$ cat src/rtl/pipeline_pkg.sv
// Shared definitions for the pipeline queue: default sizing, the clog2 helper
// and the per-cycle operation encoding used by the pointer/count logic.
package pipeline_pkg;

  localparam int DEF_WIDTH  = 32;
  localparam int DEF_DEPTH  = 2;
  localparam int DEF_STAT_W = 16;

  // Ceiling log2, usable in constant expressions (clog2(2)=1, clog2(4)=2).
  function automatic int clog2(input int value);
    int r;
    r = 0;
    for (int v = value - 1; v > 0; v = v >> 1) begin
      r++;
    end
    return r;
  endfunction

  // What the queue does this cycle, encoded as {push, pop}.
  typedef enum logic [1:0] {
    OP_IDLE = 2'b00,
    OP_POP  = 2'b01,
    OP_PUSH = 2'b10,
    OP_BOTH = 2'b11
  } op_e;

endpackage

$ cat src/rtl/pipeline_queue_if.sv
// Handshake bundle for the pipeline queue. The master side is the
// producer/consumer environment, the slave side is the queue itself.
interface pipeline_queue_if
  import pipeline_pkg::*;
#(
  parameter int WIDTH  = DEF_WIDTH,
  parameter int DEPTH  = DEF_DEPTH,
  parameter int STAT_W = DEF_STAT_W
);

  logic                  flush;
  logic                  in_valid;
  logic                  in_ready;
  logic [WIDTH-1:0]      in_data;
  logic                  out_valid;
  logic                  out_ready;
  logic [WIDTH-1:0]      out_data;
  logic [clog2(DEPTH):0] count;
  logic [STAT_W-1:0]     bubble_cnt;

  modport master (
    output flush, in_valid, in_data, out_ready,
    input  in_ready, out_valid, out_data, count, bubble_cnt
  );

  modport slave (
    input  flush, in_valid, in_data, out_ready,
    output in_ready, out_valid, out_data, count, bubble_cnt
  );

endinterface

$ cat src/rtl/pipeline_queue_mem.sv
// Storage array for the pipeline queue: one synchronous write port and one
// asynchronous read port. Contents are undefined until written.
module pipeline_queue_mem
  import pipeline_pkg::*;
#(
  parameter int WIDTH = DEF_WIDTH,
  parameter int DEPTH = DEF_DEPTH
) (
  input  logic                    clk,
  input  logic                    we_i,
  input  logic [clog2(DEPTH)-1:0] waddr_i,
  input  logic [WIDTH-1:0]        wdata_i,
  input  logic [clog2(DEPTH)-1:0] raddr_i,
  output logic [WIDTH-1:0]        rdata_o
);

  logic [WIDTH-1:0] mem_q [DEPTH];

  // Write the addressed entry on an accepted push.
  // NOTE: no reset on the array -- occupancy lives in the count register, so
  // stale contents are never observable, and a resettable array would cost
  // a reset net per bit and block RAM inference. State is updated with <=
  // so every register samples pre-edge values regardless of block order.
  always_ff @(posedge clk) begin
    if (we_i) begin
      mem_q[waddr_i] <= wdata_i;
    end
  end

  assign rdata_o = mem_q[raddr_i];

endmodule

$ cat src/rtl/pipeline_queue.sv
// Pipeline queue: a DEPTH-entry FIFO with registered ready/valid, flush,
// occupancy output and a saturating counter of consumer-starved cycles.
module pipeline_queue
  import pipeline_pkg::*;
#(
  parameter int WIDTH  = DEF_WIDTH,
  parameter int DEPTH  = DEF_DEPTH,
  parameter int STAT_W = DEF_STAT_W
) (
  input logic             clk,
  input logic             rst,
  pipeline_queue_if.slave bus
);

  localparam int PTR_W = clog2(DEPTH);
  localparam int CNT_W = PTR_W + 1;

  logic [PTR_W-1:0]  wr_ptr_q, wr_ptr_d;
  logic [PTR_W-1:0]  rd_ptr_q, rd_ptr_d;
  logic [CNT_W-1:0]  count_q, count_d;
  logic [STAT_W-1:0] bubble_q, bubble_d;
  logic              push, pop;
  op_e               op;
  logic [WIDTH-1:0]  rd_data;

  // Handshake flags come from the count register only, so a full queue
  // cannot accept in the same cycle a pop frees a slot.
  assign bus.in_ready  = (count_q < CNT_W'(DEPTH));
  assign bus.out_valid = (count_q != '0);
  assign bus.out_data  = bus.out_valid ? rd_data : '0;
  assign bus.count     = count_q;
  assign bus.bubble_cnt = bubble_q;

  assign push = bus.in_valid  && bus.in_ready  && !bus.flush;
  assign pop  = bus.out_valid && bus.out_ready && !bus.flush;
  assign op   = op_e'({push, pop});

  pipeline_queue_mem #(
    .WIDTH (WIDTH),
    .DEPTH (DEPTH)
  ) u_mem (
    .clk     (clk),
    .we_i    (push),
    .waddr_i (wr_ptr_q),
    .wdata_i (bus.in_data),
    .raddr_i (rd_ptr_q),
    .rdata_o (rd_data)
  );

  // Next-state for pointers and occupancy; flush overrides push and pop.
  always_comb begin
    // NOTE: every output gets a default first so no path leaves it unassigned
    // (an unassigned path in always_comb would infer a latch).
    wr_ptr_d = wr_ptr_q;
    rd_ptr_d = rd_ptr_q;
    count_d  = count_q;
    if (bus.flush) begin
      wr_ptr_d = '0;
      rd_ptr_d = '0;
      count_d  = '0;
    end else begin
      case (op)
        OP_PUSH: begin
          wr_ptr_d = wr_ptr_q + PTR_W'(1);
          count_d  = count_q + CNT_W'(1);
        end
        OP_POP: begin
          rd_ptr_d = rd_ptr_q + PTR_W'(1);
          count_d  = count_q - CNT_W'(1);
        end
        OP_BOTH: begin
          wr_ptr_d = wr_ptr_q + PTR_W'(1);
          rd_ptr_d = rd_ptr_q + PTR_W'(1);
        end
        OP_IDLE: begin
        end
        default: begin
        end
      endcase
    end
  end

  // Next-state for the starved-consumer counter; saturates, ignores flush.
  always_comb begin
    bubble_d = bubble_q;
    if (bus.out_ready && !bus.out_valid && !bus.flush && (bubble_q != '1)) begin
      bubble_d = bubble_q + STAT_W'(1);
    end
  end

  // State registers with asynchronous active-low reset.
  always_ff @(posedge clk or negedge rst) begin
    if (!rst) begin
      wr_ptr_q <= '0;
      rd_ptr_q <= '0;
      count_q  <= '0;
      bubble_q <= '0;
    end else begin
      wr_ptr_q <= wr_ptr_d;
      rd_ptr_q <= rd_ptr_d;
      count_q  <= count_d;
      bubble_q <= bubble_d;
    end
  end

endmodule

$ cat src/flat_wrapper.sv
// flat-port wrapper written by rule: the top's interface ports become plain ports
module pipeline_queue_flat import pipeline_pkg::*;
#(
  parameter int WIDTH  = DEF_WIDTH,
  parameter int DEPTH  = DEF_DEPTH,
  parameter int STAT_W = DEF_STAT_W
)
  (clk, rst, bus_flush, bus_in_valid, bus_in_data, bus_out_ready, bus_in_ready, bus_out_valid, bus_out_data, bus_count, bus_bubble_cnt);
  pipeline_queue_if #(.WIDTH(WIDTH), .DEPTH(DEPTH), .STAT_W(STAT_W)) bus_i ();
  input logic clk;
  input logic rst;
  input wire logic [$bits(bus_i.flush)-1:0] bus_flush;
  input wire logic [$bits(bus_i.in_valid)-1:0] bus_in_valid;
  input wire logic [$bits(bus_i.in_data)-1:0] bus_in_data;
  input wire logic [$bits(bus_i.out_ready)-1:0] bus_out_ready;
  output wire logic [$bits(bus_i.in_ready)-1:0] bus_in_ready;
  output wire logic [$bits(bus_i.out_valid)-1:0] bus_out_valid;
  output wire logic [$bits(bus_i.out_data)-1:0] bus_out_data;
  output wire logic [$bits(bus_i.count)-1:0] bus_count;
  output wire logic [$bits(bus_i.bubble_cnt)-1:0] bus_bubble_cnt;
  assign bus_i.flush = bus_flush;
  assign bus_i.in_valid = bus_in_valid;
  assign bus_i.in_data = bus_in_data;
  assign bus_i.out_ready = bus_out_ready;
  assign bus_in_ready = bus_i.in_ready;
  assign bus_out_valid = bus_i.out_valid;
  assign bus_out_data = bus_i.out_data;
  assign bus_count = bus_i.count;
  assign bus_bubble_cnt = bus_i.bubble_cnt;
  pipeline_queue #(.WIDTH(WIDTH), .DEPTH(DEPTH), .STAT_W(STAT_W)) u_core (.clk(clk), .rst(rst), .bus(bus_i));
endmodule
$ cat config.mk
export PLATFORM = sky130hd
export DESIGN_NAME = pipeline_queue_flat
export DESIGN_NICKNAME = d
export VERILOG_FILES = /design/src/rtl/pipeline_pkg.sv /design/src/rtl/pipeline_queue_if.sv /design/src/rtl/pipeline_queue_mem.sv /design/src/rtl/pipeline_queue.sv /design/src/flat_wrapper.sv
export SDC_FILE = /design/constraint.sdc
export NUM_CORES = 1
export LEC_CHECK = 0
export ABC_AREA = 1
export ABC_CLOCK_PERIOD_IN_PS = 6600
export CAP_MARGIN = 20
export CORE_UTILIZATION = 30
export CTS_BUF_LIST = sky130_fd_sc_hd__clkbuf_8 sky130_fd_sc_hd__clkbuf_16
export CTS_CLUSTER_DIAMETER = 120
export DETAILED_ROUTE_END_ITERATION = 10
export PLACE_DENSITY = 0.62
export SLEW_MARGIN = 20
export SYNTH_ARGS = -nofsm -noshare
export SYNTH_HDL_FRONTEND = slang
export SYNTH_SLANG_ARGS = --single-unit
$ cat constraint.sdc
create_clock -name clk -period 6.6 [get_ports clk]
set_input_delay 0.66 -clock clk [delete_from_list [all_inputs] [get_ports clk]]
set_output_delay 0.66 -clock clk [all_outputs]
set_load 0.02 [all_outputs]
==> results of run 1 <==
## synthesized netlist by cell type (all sizes together)
cell type and count:
nand4 9, a21oi 34, inv 20, nor3 1, edfxtp 64, ha 1, nand2 138, clkinv 1
clkbuf 10, nand3 12, buf 2, dfrtp 20, nor2 21, xnor2 7, o21ai 8, o21a 1
## where the power goes
group	total (mW)	switching, mW	internal, mW
registers	0.631	0.0261	0.605
logic	0.243	0.135	0.108
clock network	0.469	0.213	0.256
## how the worst min path moves through the flow
| stage | from | end | cells past startpoint |
|---|---|---|---|
| CTS | u_core.bus.bubble_cnt[0] | u_core.bus.bubble_cnt[0] | 2 |
| finish | u_core.bus.bubble_cnt[0] | u_core.bus.bubble_cnt[0] | 2 |
| floorplan | rst | u_core.bus.bubble_cnt[0] | 0 |
| global route | u_core.bus.bubble_cnt[0] | u_core.bus.bubble_cnt[0] | 2 |
| global placement | u_core.bus.bubble_cnt[15] | u_core.bus.bubble_cnt[15] | 2 |
| detailed placement | u_core.bus.bubble_cnt[0] | u_core.bus.bubble_cnt[0] | 2 |
## tightest hold or removal path, stage by stage, from the launching register on
cell     delay, ns
dfrtp_1       0.40
nand2_1       0.07
nand2_1       0.06
## per-stage QoR
stage                      util  total power, mW  std cells
after global routing      0.428             1.41        587
after CTS                 0.426             1.36        586
final                     0.428             1.34        587
after global placement    0.402            0.881        570
after detailed placement  0.402            0.886        570
after floorplan               -            0.763        349
## routing by layer
layer,up-vias,global-route usage,wire (µm)
met1,1296,0.172,3590
met3,4,0.0572,638
met5,-,0,0
li1,1343,-,-
met2,89,0.216,3900
met4,0,0.0387,51
## registers in the layout (all words and copies together) (netlist names)
register / flops
u_core.u_mem.mem_q: 64
u_core.wr_ptr_q: 1
u_core.bus.count: 2
u_core.rd_ptr_q: 1
u_core.bus.bubble_cnt: 16
## cell families after synthesis
| group | count (synthesis) |
|---|---|
| buffers and inverters | 33 |
| adders and majority gates | 1 |
| DFF | 84 |
| AOI/OAI and AO/OA | 43 |
| xor gates and xnor gates | 7 |
| and+or+nand+nor | 181 |
## layout make-up
| type | count | area (µm²) |
|---|---|---|
| Inverter | 21 | 78.8 |
| Sequential cell | 84 | 2420 |
| Timing Repair Buffer | 91 | 923 |
| Clock buffer | 9 | 225 |
| Fill cell | 1070 | 6620 |
| Multi-Input combinational cell | 232 | 1070 |
| Clock inverter | 7 | 50.0 |
| Tap cell | 143 | 179 |
## cells in the final DEF (no fill, tap or decap), types with 2 or more instances in the layout
cell,synthesis,final
dfrtp_1,20,20
edfxtp_1,64,64
nand2_1,133,133
clkdlybuf4s50_1,0,88
clkbuf_16,0,9
inv_6,0,2
a21oi_1,34,34
nor2_4,0,2
clkinvlp_4,0,2
nor2_1,18,15
buf_4,0,2
nand4_1,8,8
xnor2_1,7,7
nand2_2,5,5
inv_1,19,19
nor2_2,3,4
clkinv_1,1,2
o21ai_0,8,8
nand3_1,11,11
==> reports/metrics.csv, run 1 <==
stage,metric,value,unit
yosys,simple-gate share of the synthesized area,0.210,
flow_run,Max-cap violations,0,
critical_path,Worst path max stage delay,0.64,ns
sta,final hold violation count,0,
yosys,Synth Warn #,0,
clock_tree,Clock Tree Root,clkbuf_16,
detailed_routing,"antenna viol nets, final",0,
finish,fin nets,477,
critical_path,CP max-delay cell,clkdlybuf4s50_1,
critical_path,required time of the critical path,5.94,ns
sta,Setup TNS,0,ns
finish,n_diodes,0,
finish,Layout area overhead,36.8,%
finish,cell area after layout,0.00495,mm²
critical_path,r2r endpoint,u_core.u_mem.mem_q[1][19],
critical_path,crit start category,register,
yosys,synth top area cells,"edfxtp_1 (53%), dfrtp_1 (14%), nand2_1 (14%)",
global_route,GR Util All Layers,0.137,
placement,Placer Congestion,0.809,
clock_tree,Num CTS Buffers,9,
yosys,Post-Syn Nets,387,
floorplan,die height,112,µm
clock_tree,CTS H-tree lvls,3,
floorplan,num ports,89,
sta,worst setup margin,3.91,ns
sta,Final min period,2.69,ns
detailed_routing,Total Wirelength,8180,µm
yosys,Synth cell types,22,
status,status,"finished, violations left",
sta,Final Setup Violations,0,
detailed_routing,DRC violations left,6,
yosys,"area leader, netlist",edfxtp_1,
sta,Slew HR,0.336,
clock_tree,Skew-Pair Late Insertion Delay,0.34,ns
yosys,compound-gate portion of the synthesized area,0.0602,
placement,IO Port Bufs,88,
critical_path,Critical Path Start,u_core.rd_ptr_q,
placement,post-place setup slack,3.69,ns
critical_path,WS Path Type,register to output pin,
clock_tree,CTS resizes,0,
placement,Placed Area,0.00465,mm²
sta,final hold slack,0.561,ns
critical_path,Crit. End Element,output pin,
yosys,Synth Cell Area,0.00362,mm²
global_route,initial antenna violation count,0,
finish,layout cells sized above 1,0.0743,
floorplan,Core Area,0.0116,mm²
yosys,syn_area_per_cell,10.4,µm²
critical_path,r2r setup slk,4.56,ns
global_route,first-pass GRT wire length,13100,µm
detailed_routing,Initial DRC Count,155,
clock_tree,clk slew on worst S/H paths,0.06,ns
clock_tree,clk buf depth,2,
sta,Worst Max-Slew Pin Slew,0.993,ns
critical_path,last element of the critical path,bus_out_data[1],
critical_path,Critical Path Fanout Max,25,
hold_path,HP Class,register to register,
floorplan,FP Rows,39,
yosys,Cells after Synth,349,
yosys,synthesis-stage register bit count,84,
sta,Pins Over Slew Limit,0,
yosys,xor/xnor share of the synthesized area,0.0169,
sta,RSZ-0062 raised after global routing,no,
power,worst vdd ir,0.000171,V
floorplan,Die X,112,µm
status,failing checks,design-rule violations,
yosys,register area share after synthesis,0.670,
clock_tree,CTS Sinks,84,
global_route,grt total ovfl,0,
power,power per cell area,271,mW/mm²
critical_path,Worst EP arrival,2.03,ns
critical_path,Critical path buffers and inverters,3,
detailed_routing,drt wl/cell,13.9,µm
detailed_routing,first drt pass iteration count,8,
power,Leak,1.84,nW
critical_path,crit-path cells,clkinv_1 > buf_16 > nand2_1 > a21oi_1 > clkdlybuf4s50_1,
critical_path,r2r startpoint,u_core.bus.count[1],
placement,Detailed Place HPWL,5230,µm
sta,Worst Skew,0.00613,ns
critical_path,reg2reg path depth,3,
sta,Max Freq,371,MHz
yosys,largest family of logic cells by synthesized area,simple AND/OR/NAND/NOR gates,
sta,post-route clock period utilization,0.408,
clock_tree,# Post-CTS Setup Buffers,0,
critical_path,Crit. path cell count,5,
critical_path,crit-path leading delay family,buffers and inverters,
global_route,vias in the first global route,2583,
floorplan,Die Footprint,0.0125,mm²
yosys,mux contribution to synthesized area,0,
yosys,share of the synthesized area in the top cell type,0.531,
yosys,Adder-Cell Fraction of Synth Area,0.00346,
detailed_routing,via count,2732,
detailed_routing,vias per cell,4.65,
global_route,largest net degree at the start of global routing,35,
clock_tree,hold_buf cts,0,
clock_tree,CTS tree,done,
floorplan,Starting Density,0.313,
Power figures use the tool's default switching activity.
==> inputs of run 2 (changes only) <==
- ABC_CLOCK_PERIOD_IN_PS: 6600 -> 2150
- PLACE_DENSITY: 0.62 -> 0.64
- clock period: 6.6 -> 2.15 ns (I/O delays scaled with it)
==> reports/metrics.csv, run 2 (same netlist as run 1, synthesis figures left out) <==
stage,metric,value,unit
power,Net Sw Power,1.16,mW
finish,most frequent cells in the layout,"nand2_1 (133), edfxtp_1 (64), clkdlybuf4s50_1 (59)",
critical_path,crit-path leading delay family,buffers and inverters,
clock_tree,clk buf depth,2,
sta,Slew HR,0.741,
detailed_routing,drt wl/cell,13.9,µm
clock_tree,clk slew on worst S/H paths,0.07,ns
critical_path,Critical Path Fanout Max,32,
detailed_routing,"antenna viol nets, final",0,
power,Internal Power,3.13,mW
critical_path,crit start category,register,
global_route,largest net degree at the start of global routing,33,
finish,layout cells sized above 1,0.0869,
status,status,"finished, violations left",
critical_path,Crit. End Element,output pin,
power,combinational fraction of design power,0.172,
clock_tree,CTS tree,done,
detailed_routing,Total Wirelength,8230,µm
placement,Placer Congestion,0.833,
sta,Final Setup Violations,0,
sta,RSZ-0062 raised after global routing,no,
floorplan,Die Footprint,0.0125,mm²
sta,Worst Skew,0.00843,ns
finish,fillcell total,1077,
floorplan,num ports,89,
clock_tree,CTS H-tree lvls,3,
global_route,grt total ovfl,0,
detailed_routing,first drt pass iteration count,7,
floorplan,Die X,112,µm
clock_tree,Skew-Pair Late Insertion Delay,0.33,ns
power,Reg power frac,0.452,
power,power per cell area,846,mW/mm²
detailed_routing,vias per cell,4.62,
critical_path,WS Path Type,register to output pin,
finish,"commonest non-fill, non-tap cell in the layout",nand2_1,
sta,Max Freq,493,MHz
detailed_routing,Initial DRC Count,132,
sta,worst setup margin,0.121,ns
sta,Final min period,2.03,ns
sta,final hold violation count,0,
detailed_routing,DRC violations left,7,
global_route,initial antenna violation count,0,
sta,post-route clock period utilization,0.944,
clock_tree,hold_buf cts,0,
global_route,first-pass GRT wire length,13700,µm
detailed_routing,via count,2735,
finish,Layout area overhead,40.0,%
finish,n_diodes,0,
clock_tree,CTS Sinks,84,
critical_path,CP max-delay cell,clkdlybuf4s50_1,
status,failing checks,design-rule violations,
power,Switching Share,0.270,
critical_path,required time of the critical path,1.93,ns
floorplan,FP Rows,39,
critical_path,Critical path buffers and inverters,2,
finish,fin nets,482,
finish,Largest register FFs,64,
hold_path,HP Class,input port to asynchronous set/reset pin,
floorplan,die height,112,µm
clock_tree,Num CTS Buffers,9,
critical_path,Worst EP arrival,1.81,ns
flow_run,Max-cap violations,0,
critical_path,crit-path cells,buf_6 > nand2_1 > a21oi_1 > clkdlybuf4s50_1,
sta,Setup TNS,0,ns
power,worst vdd ir,0.000456,V
clock_tree,Clock Tree Root,clkbuf_16,
placement,post-place setup slack,0.198,ns
global_route,vias in the first global route,2868,
critical_path,Worst path max stage delay,0.62,ns
sta,Worst Max-Slew Pin Slew,0.389,ns
power,Leak,2.16,nW
sta,Pins Over Slew Limit,0,
power,Clk pwr share,0.376,
floorplan,Starting Density,0.313,
global_route,GR Util All Layers,0.142,
finish,Largest Register,u_core.u_mem.mem_q,
floorplan,Core Area,0.0116,mm²
placement,IO Port Bufs,88,
placement,Detailed Place HPWL,5660,µm
run 2: routing by layer:
metal / share of wire / up-vias / track usage
met5: 0 / - / 0
met4: 0.011 / 0 / 0.0432
met3: 0.079 / 8 / 0.0599
met2: 0.48 / 86 / 0.234
met1: 0.43 / 1281 / 0.167
li1: - / 1360 / -
run 2: worst paths after layout:
kind,startpoint,end,slack (ns),cells after the start
hold reg to reg,u_core.bus.bubble_cnt[15],u_core.bus.bubble_cnt[15],0.55,2
setup reg to reg,u_core.bus.bubble_cnt[0],u_core.bus.bubble_cnt[9],0.53,7
setup / recovery,u_core.rd_ptr_q,bus_out_data[7],0.12,4
max in group asynchronous,rst,u_core.rd_ptr_q,1.70,2
hold / removal,rst,u_core.wr_ptr_q,0.24,2
min in group clk,bus_in_data[9],u_core.u_mem.mem_q[1][9],0.46,1
run 2: timing repair:
| item | 4_1_cts | 5_1_grt |
|---|---|---|
| setup endpoints to repair | 27 | 10 |
| gates cloned | 0 | 0 |
| buffers inserted | 0 | 0 |
| resized for setup | 21 | 10 |
| pin swaps | 0 | 0 |
| hold endpoints to repair | 0 | 0 |
run 2: stage by stage:
step | util | hold slack [ns] | total power [mW] | cell area (µm²) | cells
finish | 0.438 | 0.237 | 4.29 | 5060 | 592
global route | 0.438 | 0.244 | 4.48 | 5060 | 592
CTS | 0.436 | 0.239 | 4.35 | 5040 | 592
detailed placement | 0.410 | 0.545 | 2.74 | 4740 | 576
global placement | 0.410 | 0.537 | 2.73 | 4740 | 576
floorplan | - | -0.0806 | 2.34 | 3620 | 349
run 2: layout make-up:
class / count / area (µm²) / area share
sequential: 84 / 2420 / 0.478
clock inverter: 6 / 75.1 / 0.0148
multi-input combinational: 232 / 1070 / 0.212
tap: 143 / 179 / 0.0353
timing repair buffer: 96 / 996 / 0.197
inverter: 21 / 78.8 / 0.0156
clock buffer: 10 / 239 / 0.0472
run 2: power by group through the flow:
stage          Sequential [mW]  Combinational, mW  Clock (mW)
2_1_floorplan             2.01              0.338           0
3_3_place_gp              1.97              0.765           0
3_5_place_dp              1.97              0.773           0
4_1_cts                   1.94              0.755        1.65
5_1_grt                   1.95              0.806        1.72
6_report                  1.94              0.739        1.61
run 2: worst register-to-register path: stages (launching register included):
cell	delay [ns]
dfrtp_1	0.42
ha_1	0.22
nand3_2	0.12
inv_1	0.13
nand2_2	0.10
o21a_1	0.34
nand2_1	0.13
nand2_1	0.05
==> inputs of run 3 (changes only) <==
- SETUP_SLACK_MARGIN: default -> 0.2
==> reports/metrics.csv, run 3 (same netlist as run 1, synthesis figures left out) <==
stage,metric,value,unit
critical_path,Critical Path Fanout Max,12,
clock_tree,Num CTS Buffers,9,
critical_path,Worst path max stage delay,0.42,ns
critical_path,r2r startpoint,u_core.bus.bubble_cnt[0],
clock_tree,hold_buf cts,0,
clock_tree,Skew-Pair Late Insertion Delay,0.34,ns
global_route,initial antenna violation count,0,
detailed_routing,drt wl/cell,14.0,µm
placement,Placer Congestion,0.800,
power,power per cell area,843,mW/mm²
global_route,GR Util All Layers,0.141,
flow_run,Max-cap violations,0,
critical_path,Crit. End Element,output pin,
global_route,largest net degree at the start of global routing,34,
global_route,vias in the first global route,2811,
global_route,first-pass GRT wire length,13700,µm
finish,register area,0.00242,mm²
detailed_routing,first drt pass iteration count,7,
finish,Largest Register,u_core.u_mem.mem_q,
finish,n_diodes,0,
hold_path,HP Class,input port to asynchronous set/reset pin,
critical_path,crit start category,register,
sta,Pins Over Slew Limit,0,
clock_tree,Clock Tree Root,clkbuf_16,
sta,RSZ-0062 raised after global routing,yes,
sta,Final Setup Violations,0,
placement,IO Port Bufs,88,
finish,most frequent cells in the layout,"nand2_1 (133), edfxtp_1 (64), clkdlybuf4s50_1 (56)",
global_route,grt total ovfl,0,
finish,Largest register FFs,64,
floorplan,Core Area,0.0116,mm²
critical_path,Critical path buffers and inverters,3,
placement,Detailed Place HPWL,5430,µm
floorplan,Die X,112,µm
detailed_routing,via count,2768,
sta,Worst Skew,0.00750,ns
sta,Slew HR,0.737,
power,Leak,2.23,nW
critical_path,WS Path Type,register to output pin,
clock_tree,CTS Sinks,84,
sta,post-route clock period utilization,0.866,
status,failing checks,design-rule violations,
finish,layout cells sized above 1,0.0980,
critical_path,reg2reg path depth,7,
power,worst vdd ir,0.000304,V
detailed_routing,Total Wirelength,8300,µm
clock_tree,clk buf depth,2,
finish,cell area after layout,0.00508,mm²
sta,Worst Max-Slew Pin Slew,0.394,ns
finish,Layout area overhead,40.4,%
detailed_routing,"antenna viol nets, final",0,
detailed_routing,Initial DRC Count,139,
placement,Placed Area,0.00475,mm²
floorplan,Die Footprint,0.0125,mm²
critical_path,crit-path leading delay family,buffers and inverters,
clock_tree,CTS tree,done,
floorplan,FP Rows,39,
sta,final hold slack,0.221,ns
sta,Final min period,1.86,ns
clock_tree,clk slew on worst S/H paths,0.07,ns
sta,Max Freq,537,MHz
finish,multi-input gate area in the final layout,0.00107,mm²
critical_path,Worst EP arrival,1.65,ns
critical_path,r2r setup slk,0.52,ns
floorplan,num ports,89,
finish,"commonest non-fill, non-tap cell in the layout",nand2_1,
floorplan,Starting Density,0.313,
clock_tree,CTS H-tree lvls,3,
sta,final hold violation count,0,
status,status,"finished, violations left",
finish,fillcell total,1107,
detailed_routing,vias per cell,4.68,
critical_path,r2r endpoint,u_core.bus.bubble_cnt[0],
critical_path,crit-path cells,clkinv_2 > buf_12 > nand2_1 > a21oi_1 > dlygate4sd2_1,
critical_path,CP max-delay cell,dfrtp_1,
floorplan,die height,112,µm
finish,fin nets,482,
detailed_routing,DRC violations left,4,
critical_path,required time of the critical path,1.93,ns
-- run 3: changes by cell type in the layout (fill, tap and decap cells not counted), moves of 2 or more --
| cell | change |
|---|---|
| clkbuf_2 | +4 |
| clkdlybuf4s50_1 | -3 |
| buf_12 | +2 |
| dlymetal6s2s_1 | +6 |
| dlygate4sd2_1 | -8 |
-- run 3: repair_timing --
action                                 in CTS  in global routing
setup buffers                               0                  0
resized for setup                          18                 28
endpoints found under the hold margin       0                  0
setup endpoints to repair                  32                 24
-- run 3: worst register-to-register path: stages, from the launching register on --
cell     delay, ns
dfrtp_1       0.41
ha_1          0.23
nand3_2       0.13
inv_1         0.13
nand2_2       0.10
o21a_1        0.34
nand2_1       0.12
nand2_1       0.06
-- run 3: area by class of cell --
cell class | instances | area share
flip-flops and latches | 84 | 0.477
multi-input cells | 232 | 0.211
repair buffers | 96 | 0.201
clock buffers | 9 | 0.0444
well taps | 143 | 0.0352
inverters | 21 | 0.0158
clock inverters | 7 | 0.0153
-- run 3: worst max path at each step --
stage                              startpoint                        to  slack, ns  cells after the start
after floorplan           u_core.bus.count[1]  u_core.u_mem.mem_q[0][0]       0.02                      3
after global placement        u_core.rd_ptr_q           bus_out_data[2]       0.23                      5
after detailed placement            bus_flush  u_core.u_mem.mem_q[0][4]       0.22                      5
after CTS                     u_core.rd_ptr_q          bus_out_data[19]      -0.02                      4
after global routing          u_core.rd_ptr_q           bus_out_data[8]       0.19                      5
final                         u_core.rd_ptr_q           bus_out_data[1]       0.29                      5
-- run 3: metrics by stage --
stage | instances | utilization | power (mW) | setup TNS, ns | worst slack (ns)
floorplan | 349 | - | 2.34 | 0 | 0.0212
global placement | 576 | 0.411 | 2.74 | 0 | 0.225
detailed placement | 576 | 0.411 | 2.75 | 0 | 0.217
CTS | 592 | 0.436 | 4.35 | -0.0264 | -0.0190
global route | 592 | 0.439 | 4.46 | 0 | 0.190
finish | 592 | 0.439 | 4.28 | 0 | 0.287
-- run 3: where the power goes --
| group | internal (mW) | leakage (nW) | switching (mW) |
|---|---|---|---|
| clock network | 0.915 | 0.149 | 0.679 |
| registers | 1.85 | 0.858 | 0.0832 |
| logic | 0.330 | 1.22 | 0.419 |
| total | 3.10 | 2.23 | 1.18 |
-- run 3: routing by layer --
metal | routed length, µm | track usage | up-vias
met4 | 106 | 0.0459 | 0
met2 | 4070 | 0.237 | 70
met5 | 0 | 0 | -
li1 | - | - | 1371
met3 | 425 | 0.0381 | 10
met1 | 3710 | 0.176 | 1317
